[config.mk]
export PLATFORM = sky130hd
export DESIGN_NAME = barrel_shifter_pipe
export DESIGN_NICKNAME = d
export VERILOG_FILES = /design/src/rtl/barrel_shifter_pkg.sv /design/src/rtl/barrel_shift_stage.sv /design/src/rtl/barrel_shifter_pipe.sv
export SDC_FILE = /design/constraint.sdc
export NUM_CORES = 1
export LEC_CHECK = 0
export ABC_AREA = 1
export BUFFER_PORTS_ARGS = -buffer_cell sky130_fd_sc_hd__buf_2
export CELL_PAD_IN_SITES_DETAIL_PLACEMENT = 1
export CELL_PAD_IN_SITES_GLOBAL_PLACEMENT = 1
export CORE_MARGIN = 2
export CORE_UTILIZATION = 45
export DETAILED_ROUTE_END_ITERATION = 6
export PLACE_DENSITY = 0.92
export SKIP_CTS_REPAIR_TIMING = 1
export SLEW_MARGIN = 5
export SYNTH_ARGS = -nofsm -noshare
export SYNTH_HDL_FRONTEND = slang
export SYNTH_HIERARCHICAL = 1
export SYNTH_SLANG_ARGS = --single-unit
[constraint.sdc]
create_clock -name clk -period 2.1 [get_ports clk]
set_input_delay 0.21 -clock clk [delete_from_list [all_inputs] [get_ports clk]]
set_output_delay 0.21 -clock clk [all_outputs]
set_load 0.01 [all_outputs]
[src/rtl/barrel_shifter_pkg.sv]
// Shared types for the pipelined barrel shifter: operation codes and the
// width-independent control part of each stage payload.
package barrel_shifter_pkg;

  localparam int unsigned OP_W = 3;

  typedef enum logic [OP_W-1:0] {
    SLL = 3'd0,
    SRL = 3'd1,
    SRA = 3'd2,
    ROL = 3'd3,
    ROR = 3'd4
  } shift_op_e;

  // Op is kept raw so reserved codes 5..7 travel through the pipe untouched.
  typedef struct packed {
    logic            valid;
    logic [OP_W-1:0] op;
  } stage_ctrl_t;

endpackage

[src/rtl/barrel_shift_stage.sv]
// One pipeline stage: conditionally moves data by 2**STAGE_IDX according to
// the matching amount bit, then registers the whole payload under advance.
module barrel_shift_stage
  import barrel_shifter_pkg::*;
#(
  parameter int unsigned WIDTH     = 8,
  parameter int unsigned SHW       = 3,
  parameter int unsigned STAGE_IDX = 0
) (
  input  logic             clk,
  input  logic             rst,
  input  logic             advance,
  input  logic             d_valid,
  input  logic [WIDTH-1:0] d_data,
  input  logic [SHW-1:0]   d_amount,
  input  logic [OP_W-1:0]  d_op,
  output logic             q_valid,
  output logic [WIDTH-1:0] q_data,
  output logic [SHW-1:0]   q_amount,
  output logic [OP_W-1:0]  q_op
);

  localparam int unsigned DIST = 1 << STAGE_IDX;

  typedef struct packed {
    stage_ctrl_t      ctrl;
    logic [SHW-1:0]   amount;
    logic [WIDTH-1:0] data;
  } stage_t;

  logic [WIDTH-1:0] moved;
  stage_t           r;

  // SRA fills from the stage-input MSB, which is still the original sign.
  always_comb begin
    moved = d_data;
    if (d_amount[STAGE_IDX]) begin
      case (d_op)
        SLL:     moved = d_data << DIST;
        SRL:     moved = d_data >> DIST;
        SRA:     moved = {{DIST{d_data[WIDTH-1]}}, d_data[WIDTH-1:DIST]};
        ROL:     moved = {d_data[WIDTH-1-DIST:0], d_data[WIDTH-1:WIDTH-DIST]};
        ROR:     moved = {d_data[DIST-1:0], d_data[WIDTH-1:DIST]};
        default: moved = d_data;
      endcase
    end
  end

  always_ff @(posedge clk) begin
    if (rst) begin
      r <= '0;
    end else if (advance) begin
      r <= '{ctrl: '{valid: d_valid, op: d_op}, amount: d_amount, data: moved};
    end
  end

  assign q_valid  = r.ctrl.valid;
  assign q_op     = r.ctrl.op;
  assign q_amount = r.amount;
  assign q_data   = r.data;

endmodule

[src/rtl/barrel_shifter_pipe.sv]
// Pipelined barrel shifter: SHW registered stages, one per amount bit, with a
// global stall driven by downstream backpressure.
module barrel_shifter_pipe
  import barrel_shifter_pkg::*;
#(
  parameter int unsigned WIDTH = 8,
  parameter int unsigned SHW   = $clog2(WIDTH)
) (
  input  logic             clk,
  input  logic             rst,
  input  logic             in_valid,
  output logic             in_ready,
  input  logic [WIDTH-1:0] in_data,
  input  logic [SHW-1:0]   in_amount,
  input  logic [OP_W-1:0]  in_op,
  output logic             out_valid,
  input  logic             out_ready,
  output logic [WIDTH-1:0] out_data,
  output logic             out_zero
);

  if (WIDTH < 2 || (WIDTH & (WIDTH - 1)) != 0) begin : g_bad_width
    $error("barrel_shifter_pipe: WIDTH must be a power of two and at least 2");
  end
  if (SHW != $clog2(WIDTH)) begin : g_bad_shw
    $error("barrel_shifter_pipe: SHW must equal clog2(WIDTH)");
  end

  // Index 0 is the input port; index i+1 is the register of stage i.
  logic [SHW:0]                valid;
  logic [SHW:0][WIDTH-1:0]     data;
  logic [SHW:0][SHW-1:0]       amount;
  logic [SHW:0][OP_W-1:0]      op;
  logic                        advance;
  logic                        unused_tail;

  assign advance   = !valid[SHW] || out_ready;
  assign in_ready  = advance;

  assign valid[0]  = in_valid && advance;
  assign data[0]   = in_data;
  assign amount[0] = in_amount;
  assign op[0]     = in_op;

  for (genvar i = 0; i < SHW; i++) begin : g_stage
    barrel_shift_stage #(
      .WIDTH    (WIDTH),
      .SHW      (SHW),
      .STAGE_IDX(i)
    ) u_stage (
      .clk     (clk),
      .rst     (rst),
      .advance (advance),
      .d_valid (valid[i]),
      .d_data  (data[i]),
      .d_amount(amount[i]),
      .d_op    (op[i]),
      .q_valid (valid[i+1]),
      .q_data  (data[i+1]),
      .q_amount(amount[i+1]),
      .q_op    (op[i+1])
    );
  end

  assign out_valid = valid[SHW];
  assign out_data  = data[SHW];
  assign out_zero  = (data[SHW] == '0);

  // Amount and op are fully consumed by the last stage.
  assign unused_tail = ^{amount[SHW], op[SHW]};

endmodule
**Yosys cells after proc, flatten, opt, wreduce, memory -nomap -nowiden**

Index checks and enable logic that the tools add are counted.
Widths: inputs -> output; s select.

- Bits in registers: 39
- Input port bits: 18
- Output and inout port bits: 11
- Word-level logic and storage cells: 36

- Eq/ne operators: 12
- Multiplexer cells: 6
- Reductions and logical operators: 8

Operators with widths:

| cell | count |
|---|---|
| $pmux 8 s5 | 2 |
| $pmux 8 s4 | 1 |
| $mux 8 | 3 |
| $eq 3x2->1 const B | 6 |
| $eq 3x1->1 const B | 3 |
| $eq 3x3->1 const B | 3 |
| $logic_not 3->1 | 3 |
| $logic_not 8->1 | 1 |
| $reduce_or 2->1 | 1 |
| $logic_and 1x1->1 | 1 |
| $logic_not 1->1 | 1 |
| $logic_or 1x1->1 | 1 |

**Depth between registers and ports, before layout**

Gate-level depths: netlist of run 1.

- Depth in word-level cells: 4
- Depth in mapped cells: 8
- Mapped depth without buffers: 8

**Cells and area by module**

The synthesis of run 1 kept the hierarchy.

Modules (own cells, without submodules):

| module | instances | cells each | area each (um^2) | sequential area each (um^2) |
|---|---|---|---|---|
| barrel_shift_stage (g_stage[0].u_stage) | 1 | 116 | 790.8 | 300.3 |
| barrel_shift_stage (g_stage[1].u_stage) | 1 | 118 | 777.0 | 300.3 |
| barrel_shift_stage (g_stage[2].u_stage) | 1 | 94 | 724.4 | 300.3 |
| barrel_shifter_pipe | 1 | 10 | 41.3 | 0.0 |

**Worst setup path before layout of run 1**

OpenSTA, ideal clock, no wires.

- Path type: register to register
- From: register g_stage[2].u_stage.r, in the netlist g_stage[2].u_stage/q_valid
- To: register g_stage[0].u_stage.r, in the netlist g_stage[0].u_stage/q_valid
- Setup time: 116 ps
- Data arrival time: 1251 ps
- Required time: 1984 ps
- Path slack: 734 ps
- Stages on the path, launching flop included: 6
- Buffers on the path: 1
- Clock period less this slack: 1366 ps
- Path through: dfxtp_1 > nand2_1 > clkinv_1 > buf_6 > nor2_1 > nor2_1

- Cells in the longest elaborated chain, start to end: 3

RTL lines:

| element | line | text |
|---|---|---|
| start, declared | barrel_shift_stage.sv:32 | `stage_t r;` |
| start signal, assigned | barrel_shift_stage.sv:53 | `r <= '{ctrl: '{valid: d_valid, op: d_op}, amount: d_amount, data: moved};` |
| $logic_not 1->1 (*) | barrel_shifter_pipe.sv:37 | `assign advance = !valid[SHW] \|\| out_ready;` |
| $logic_or 1x1->1 (*) | barrel_shifter_pipe.sv:37 |  |
| via in_ready | barrel_shifter_pipe.sv:12 | `output logic in_ready,` |
| $logic_and 1x1->1 | barrel_shifter_pipe.sv:40 | `assign valid[0] = in_valid && advance;` |
| end signal, assigned | barrel_shift_stage.sv:53 |  |
| end, declared | barrel_shift_stage.sv:32 |  |

Mark *: on every way through the listed nets, which the timed path passes. The rest lies on a longest branch.
A chain may end at the register's enable or synchronous reset.

**Worst setup path after layout of run 1**

- From: register g_stage[2].u_stage.r, in the netlist g_stage[2].u_stage/q_valid
- To: register g_stage[0].u_stage.r, in the netlist g_stage[0].u_stage/q_data[6]

- Cells in the longest elaborated chain, start to end: 2

RTL lines:

| element | line |
|---|---|
| $logic_not 1->1 | barrel_shifter_pipe.sv:37 |
| $logic_or 1x1->1 | barrel_shifter_pipe.sv:37 |

Every way passes these cells.

==> flow_summary_export.csv, run 1 <==
group,metric,value,unit
setup_path,required,2330,ps
flow_run,max_cap_violations,0,
grt,track_usage,24.9,%
grt,grt_max_degree,28,
timing,fin_skew,10.6,ps
power,power_frac_seq,45.3,%
timing,drv_slew,0,
synthesis,avgSynthCellArea,6.70,sq um
final_layout,nets,351,
timing,max_freq,581,MHz
setup_path,arrival,1950,ps
clock_tree,cts_tree,"done",
final_layout,antenna_cells,0,
floorplanning,fp-row-count,24,
timing,period_needed,1720,ps
clock_tree,clockBufferDepth,2,
placed_design,gp_congestion,0.906,
synthesis,syn-cell-area,2050,sq um
power,ir_drop,0.290,mV
power,p_sw_share,30.4,%
final_layout,syn_to_final_growth,13.5,%
floorplanning,coreArea,4380,sq um
clock_tree,clkLatencyLatePin,290,ps
floorplanning,dieWidth,71.5,microns
power,switchingPower,531,uW
status,status,"finished clean",
power,p_leak,1.03,nW
final_layout,final_core_util,53.1,%
routing,drt-total-wl,5.75,mm
power,clock_power_share,35.1,%
routing,vias,2041,
routing,routedWlPerCell,14.9,microns
floorplanning,dieArea,5110,sq um
worst_hold_path,min_path_type,"input pin to register",
timing,slew_headroom,64.9,%
timing,hold_viol_final,0,
timing,fin_crit_sh,81.9,%
final_layout,layout-drive-gt1-share,21.0,%
clock_tree,cts_buffers,5,
routing,drt_iter0_drc,122,
synthesis,yosys_warnings,6,
floorplanning,pin_count,29,
synthesis,syn-num-nets,324,
floorplanning,die_h,71.5,microns
grt,antenna_found_initial,0,
setup_path,endpoint_kind,"register",
timing,final.setup.tns,0,ps
clock_tree,cts_root_buffer,"clkbuf_8",
clock_tree,cts_htree_levels,2,
floorplanning,initial_core_util,46.7,%
timing,rsz0062_at_grt,"no",
synthesis,synth_cells,306,
grt,grt_pass1_wl,10.1,mm
clock_tree,cts_sinks,36,
routing,drt-pass1-iter-count,4,
power,internal-power,1.21,mW
grt,grt_overflow_total,0,
routing,route.detailed.drc,0,
placed_design,numPortBuffers,28,
power,power_density,751,nW/um^2
power,pwr-share-comb,19.7,%
clock_tree,clk_pin_slew,70,ps
routing,ant_nets,0,
routing,vias_per_cell,5.29,
setup_path,path_class,"register to register",
final_layout,fin_cells,386,
placed_design,place_inst,378,
grt,grt_pass1_vias,2216,
placed_design,hpwl,4.19,mm
timing,worstMarginPinSlew,524,ps
timing,setup_viol,0,
setup_path,startpoint_type,"register",
setup_path,critPathMaxFanout,19,
## metrics by stage
step	worst slack (ps)	cell area [sq um]	total power [mW]	hold slack, ps
3_5_place_dp	432	2210	1.14	446
6_report	380	2330	1.75	160
4_1_cts	382	2330	1.76	153
2_1_floorplan	734	2050	1.04	279
5_1_grt	222	2330	1.85	172
3_3_place_gp	546	2210	1.13	447
## power by group through the flow
stage | clock (mW) | sequential (mW) | combinational, mW
global route | 0.655 | 0.798 | 0.392
CTS | 0.626 | 0.790 | 0.344
detailed placement | 0 | 0.805 | 0.339
global placement | 0 | 0.802 | 0.324
finish | 0.612 | 0.791 | 0.343
floorplan | 0 | 0.794 | 0.242
## cell usage in the layout (no fill, tap or decap), drive strengths merged
cell type	instances
nand3	18
clkinvlp	1
clkbuf	5
inv	27
nand2	85
a21oi	50
buf	29
o21ai	26
clkinv	2
dfxtp	36
bufinv	2
a21boi	1
nand4	1
nor2	51
## sequential cells by signal, summed over array words and instances (netlist names)
register and count:
g_stage.u_stage/q_valid 3, g_stage.u_stage/q_amount 3, g_stage.u_stage/q_data 24, g_stage.u_stage/q_op 6
## worst paths after layout
| check | startpoint | end | slack [ps] | cells after the start |
|---|---|---|---|---|
| setup / recovery | g_stage[2].u_stage/q_valid | g_stage[0].u_stage/q_data[6] | 380 | 5 |
| hold / removal | in_amount[2] | g_stage[0].u_stage/q_amount[2] | 160 | 3 |
| setup reg to reg | g_stage[2].u_stage/q_valid | g_stage[0].u_stage/q_data[6] | 380 | 5 |
| hold reg to reg | g_stage[0].u_stage/q_amount[2] | g_stage[1].u_stage/q_amount[2] | 480 | 2 |
## routing by layer
metal | wire length (microns) | up-vias | GRT usage (%)
met2 | 2870 | 34 | 42.9
met5 | 0 | - | 0
met4 | 78 | 0 | 7.76
li1 | - | 1037 | -
met3 | 172 | 11 | 4.22
met1 | 2630 | 959 | 31.9
## cell type report
cell class                 instances  area (sq um)
sequential                        36           721
inverter                          29           123
clock buffer                       5          68.8
tap                               52          65.1
timing repair buffer              29           160
fill                             628          2060
clock inverter                     3          42.5
multi-input combinational        232          1150
## critical path, cell delays in order, from the launching register on
cell and delay (ps):
dfxtp_1 330, nand2_1 320, clkinv_1 550, nor2_1 270, nand2_1 90, a21oi_2 100
Note: power is estimated with default switching activity, not from simulation.
==> run 2: changes to the inputs <==
CORE_UTILIZATION = 37   (was 45)
PLACE_DENSITY = 0.82   (was 0.92)
clock period = 1.55 ns   (was 2.1 ns; I/O delays follow)
==> run 2 against run 1 <==
Compared with the run above: total power rose by 26%; sequential power rose by 35%; clock-buffer cell count rose by 3; hold slack got worse by 67 ps; critical endpoint is now g_stage[2].u_stage/q_data[2]; largest power group unchanged.
==> flow_summary_export.csv, run 2 (synthesized netlist as in run 1, its figures left out) <==
group,metric,value,unit
setup_path,max_stage_delay,330,ps
final_layout,antenna_cells,0,
worst_hold_path,hp-start,"in_amount[2]",
setup_path,startpoint_type,"register",
grt,grt_max_degree,20,
status,status,"finished clean",
clock_tree,cts_tree,"done",
final_layout,nets,353,
floorplanning,dieWidth,78.4,microns
power,clock_power_share,30.9,%
timing,period_needed,1340,ps
setup_path,critical_path.cell_chain,"nand2_1 > buf_4 > inv_1 > a21oi_1 > a21oi_1",
final_layout,fill_cells,745,
setup_path,slowest_stage,"dfxtp_1",
power,power_density,945,nW/um^2
routing,route.detailed.drc,0,
final_layout,final_cell_mix,"nand2_1, nor2_1, a21oi_1",
setup_path,critPathMaxFanout,11,
clock_tree,cts_root_buffer,"clkbuf_8",
setup_path,crit_top_cell,"a21oi_1",
power,p_leak,1.03,nW
placed_design,hpwl,4.05,mm
floorplanning,pin_count,29,
worst_hold_path,min_path_type,"input pin to register",
setup_path,arrival,1500,ps
power,ir_drop,0.347,mV
routing,routedWlPerCell,13.1,microns
routing,drt-pass1-iter-count,4,
timing,setup_viol,0,
clock_tree,clkLatencyLatePin,290,ps
floorplanning,die_h,78.4,microns
clock_tree,cts_htree_levels,2,
grt,grt_pass1_vias,2036,
placed_design,numPortBuffers,28,
timing,drv_slew,0,
floorplanning,initial_core_util,37.7,%
grt,grt_overflow_total,0,
final_layout,design_area,2330,sq um
clock_tree,cts_buffers,5,
routing,vias,2027,
timing,rsz0062_at_grt,"no",
setup_path,path_class,"register to register",
timing,fin_crit_sh,86.4,%
routing,drt_iter0_drc,31,
timing,worstMarginPinSlew,390,ps
final_layout,largest_reg_flops,24,
setup_path,required,1720,ps
setup_path,crit_start,"g_stage[2].u_stage/q_valid",
floorplanning,dieArea,6150,sq um
power,power_frac_seq,48.5,%
clock_tree,clockBufferDepth,2,
clock_tree,clk_pin_slew,70,ps
flow_run,max_cap_violations,0,
grt,grt_pass1_wl,9.22,mm
setup_path,rr_startpoint,"g_stage[2].u_stage/q_valid",
routing,drt-total-wl,5.33,mm
floorplanning,fp-row-count,27,
setup_path,endpoint_kind,"register",
power,pwr-share-comb,20.6,%
timing,hold_viol_final,0,
timing,fin_skew,6.57,ps
power,p_sw_share,30.4,%
placed_design,placed_cell_area,2240,sq um
timing,final.setup.tns,0,ps
power,switchingPower,670,uW
floorplanning,coreArea,5440,sq um
placed_design,gp_congestion,0.807,
grt,track_usage,18.8,%
routing,vias_per_cell,4.97,
timing,slew_headroom,74.0,%
clock_tree,cts_sinks,36,
grt,antenna_found_initial,0,
final_layout,layout-drive-gt1-share,20.8,%
power,internal-power,1.53,mW
final_layout,final_common_cell,"nand2_1",
final_layout,syn_to_final_growth,13.8,%
timing,max_freq,747,MHz
routing,ant_nets,0,
## run 2: cell type report
class	instances	area, sq um	area share, %
inverter	29	123	5.26
tap	72	90.1	3.86
timing repair buffer	31	163	6.97
clock buffer	8	90.1	3.86
sequential	36	721	30.9
multi-input combinational	232	1150	49.1
## run 2: critical path: cells and delay by family (launching register included)
kind / cells / cell delay, ps
and+or+nand+nor: 1 / 280
AOI/OAI and AO/OA: 2 / 260
DFF: 1 / 330
buffers and inverters: 2 / 350
## run 2: per-layer routing
| metal | vias up | GRT usage [%] | part of all wire, % | wire (microns) |
|---|---|---|---|---|
| met1 | 953 | 23.0 | 48 | 2570 |
| met3 | 5 | 3.45 | 2.2 | 116 |
| met2 | 20 | 33.0 | 48 | 2580 |
| met4 | 0 | 6.84 | 1.2 | 66 |
| met5 | - | 0 | 0 | 0 |
| li1 | 1049 | - | - | - |
## run 2: power by group through the flow
stage	clock network (mW)	logic (mW)	registers, mW
floorplan	0	0.328	1.08
global placement	0	0.443	1.09
detailed placement	0	0.458	1.09
CTS	0.709	0.460	1.07
global route	0.744	0.518	1.08
finish	0.682	0.453	1.07
## run 2: path summary, 6_finish.rpt
| check | end | slack, ps | depth (start not counted) |
|---|---|---|---|
| setup reg to reg | g_stage[2].u_stage/q_data[2] | 210 | 5 |
| hold reg to reg | g_stage[1].u_stage/q_data[5] | 490 | 2 |
| setup / recovery | g_stage[2].u_stage/q_data[2] | 210 | 5 |
| hold / removal | g_stage[0].u_stage/q_amount[2] | 90 | 3 |
## run 2: per-stage QoR
step	hold slack (ps)	cells	utilization, %	total power [mW]	setup slack, ps
after floorplan	224	306	-	1.40	184
after global placement	392	400	41.2	1.53	288
after detailed placement	395	400	41.2	1.55	203
after CTS	87.2	408	42.9	2.24	192
after global routing	108	408	42.9	2.34	53.2
final	93.1	408	42.9	2.20	211
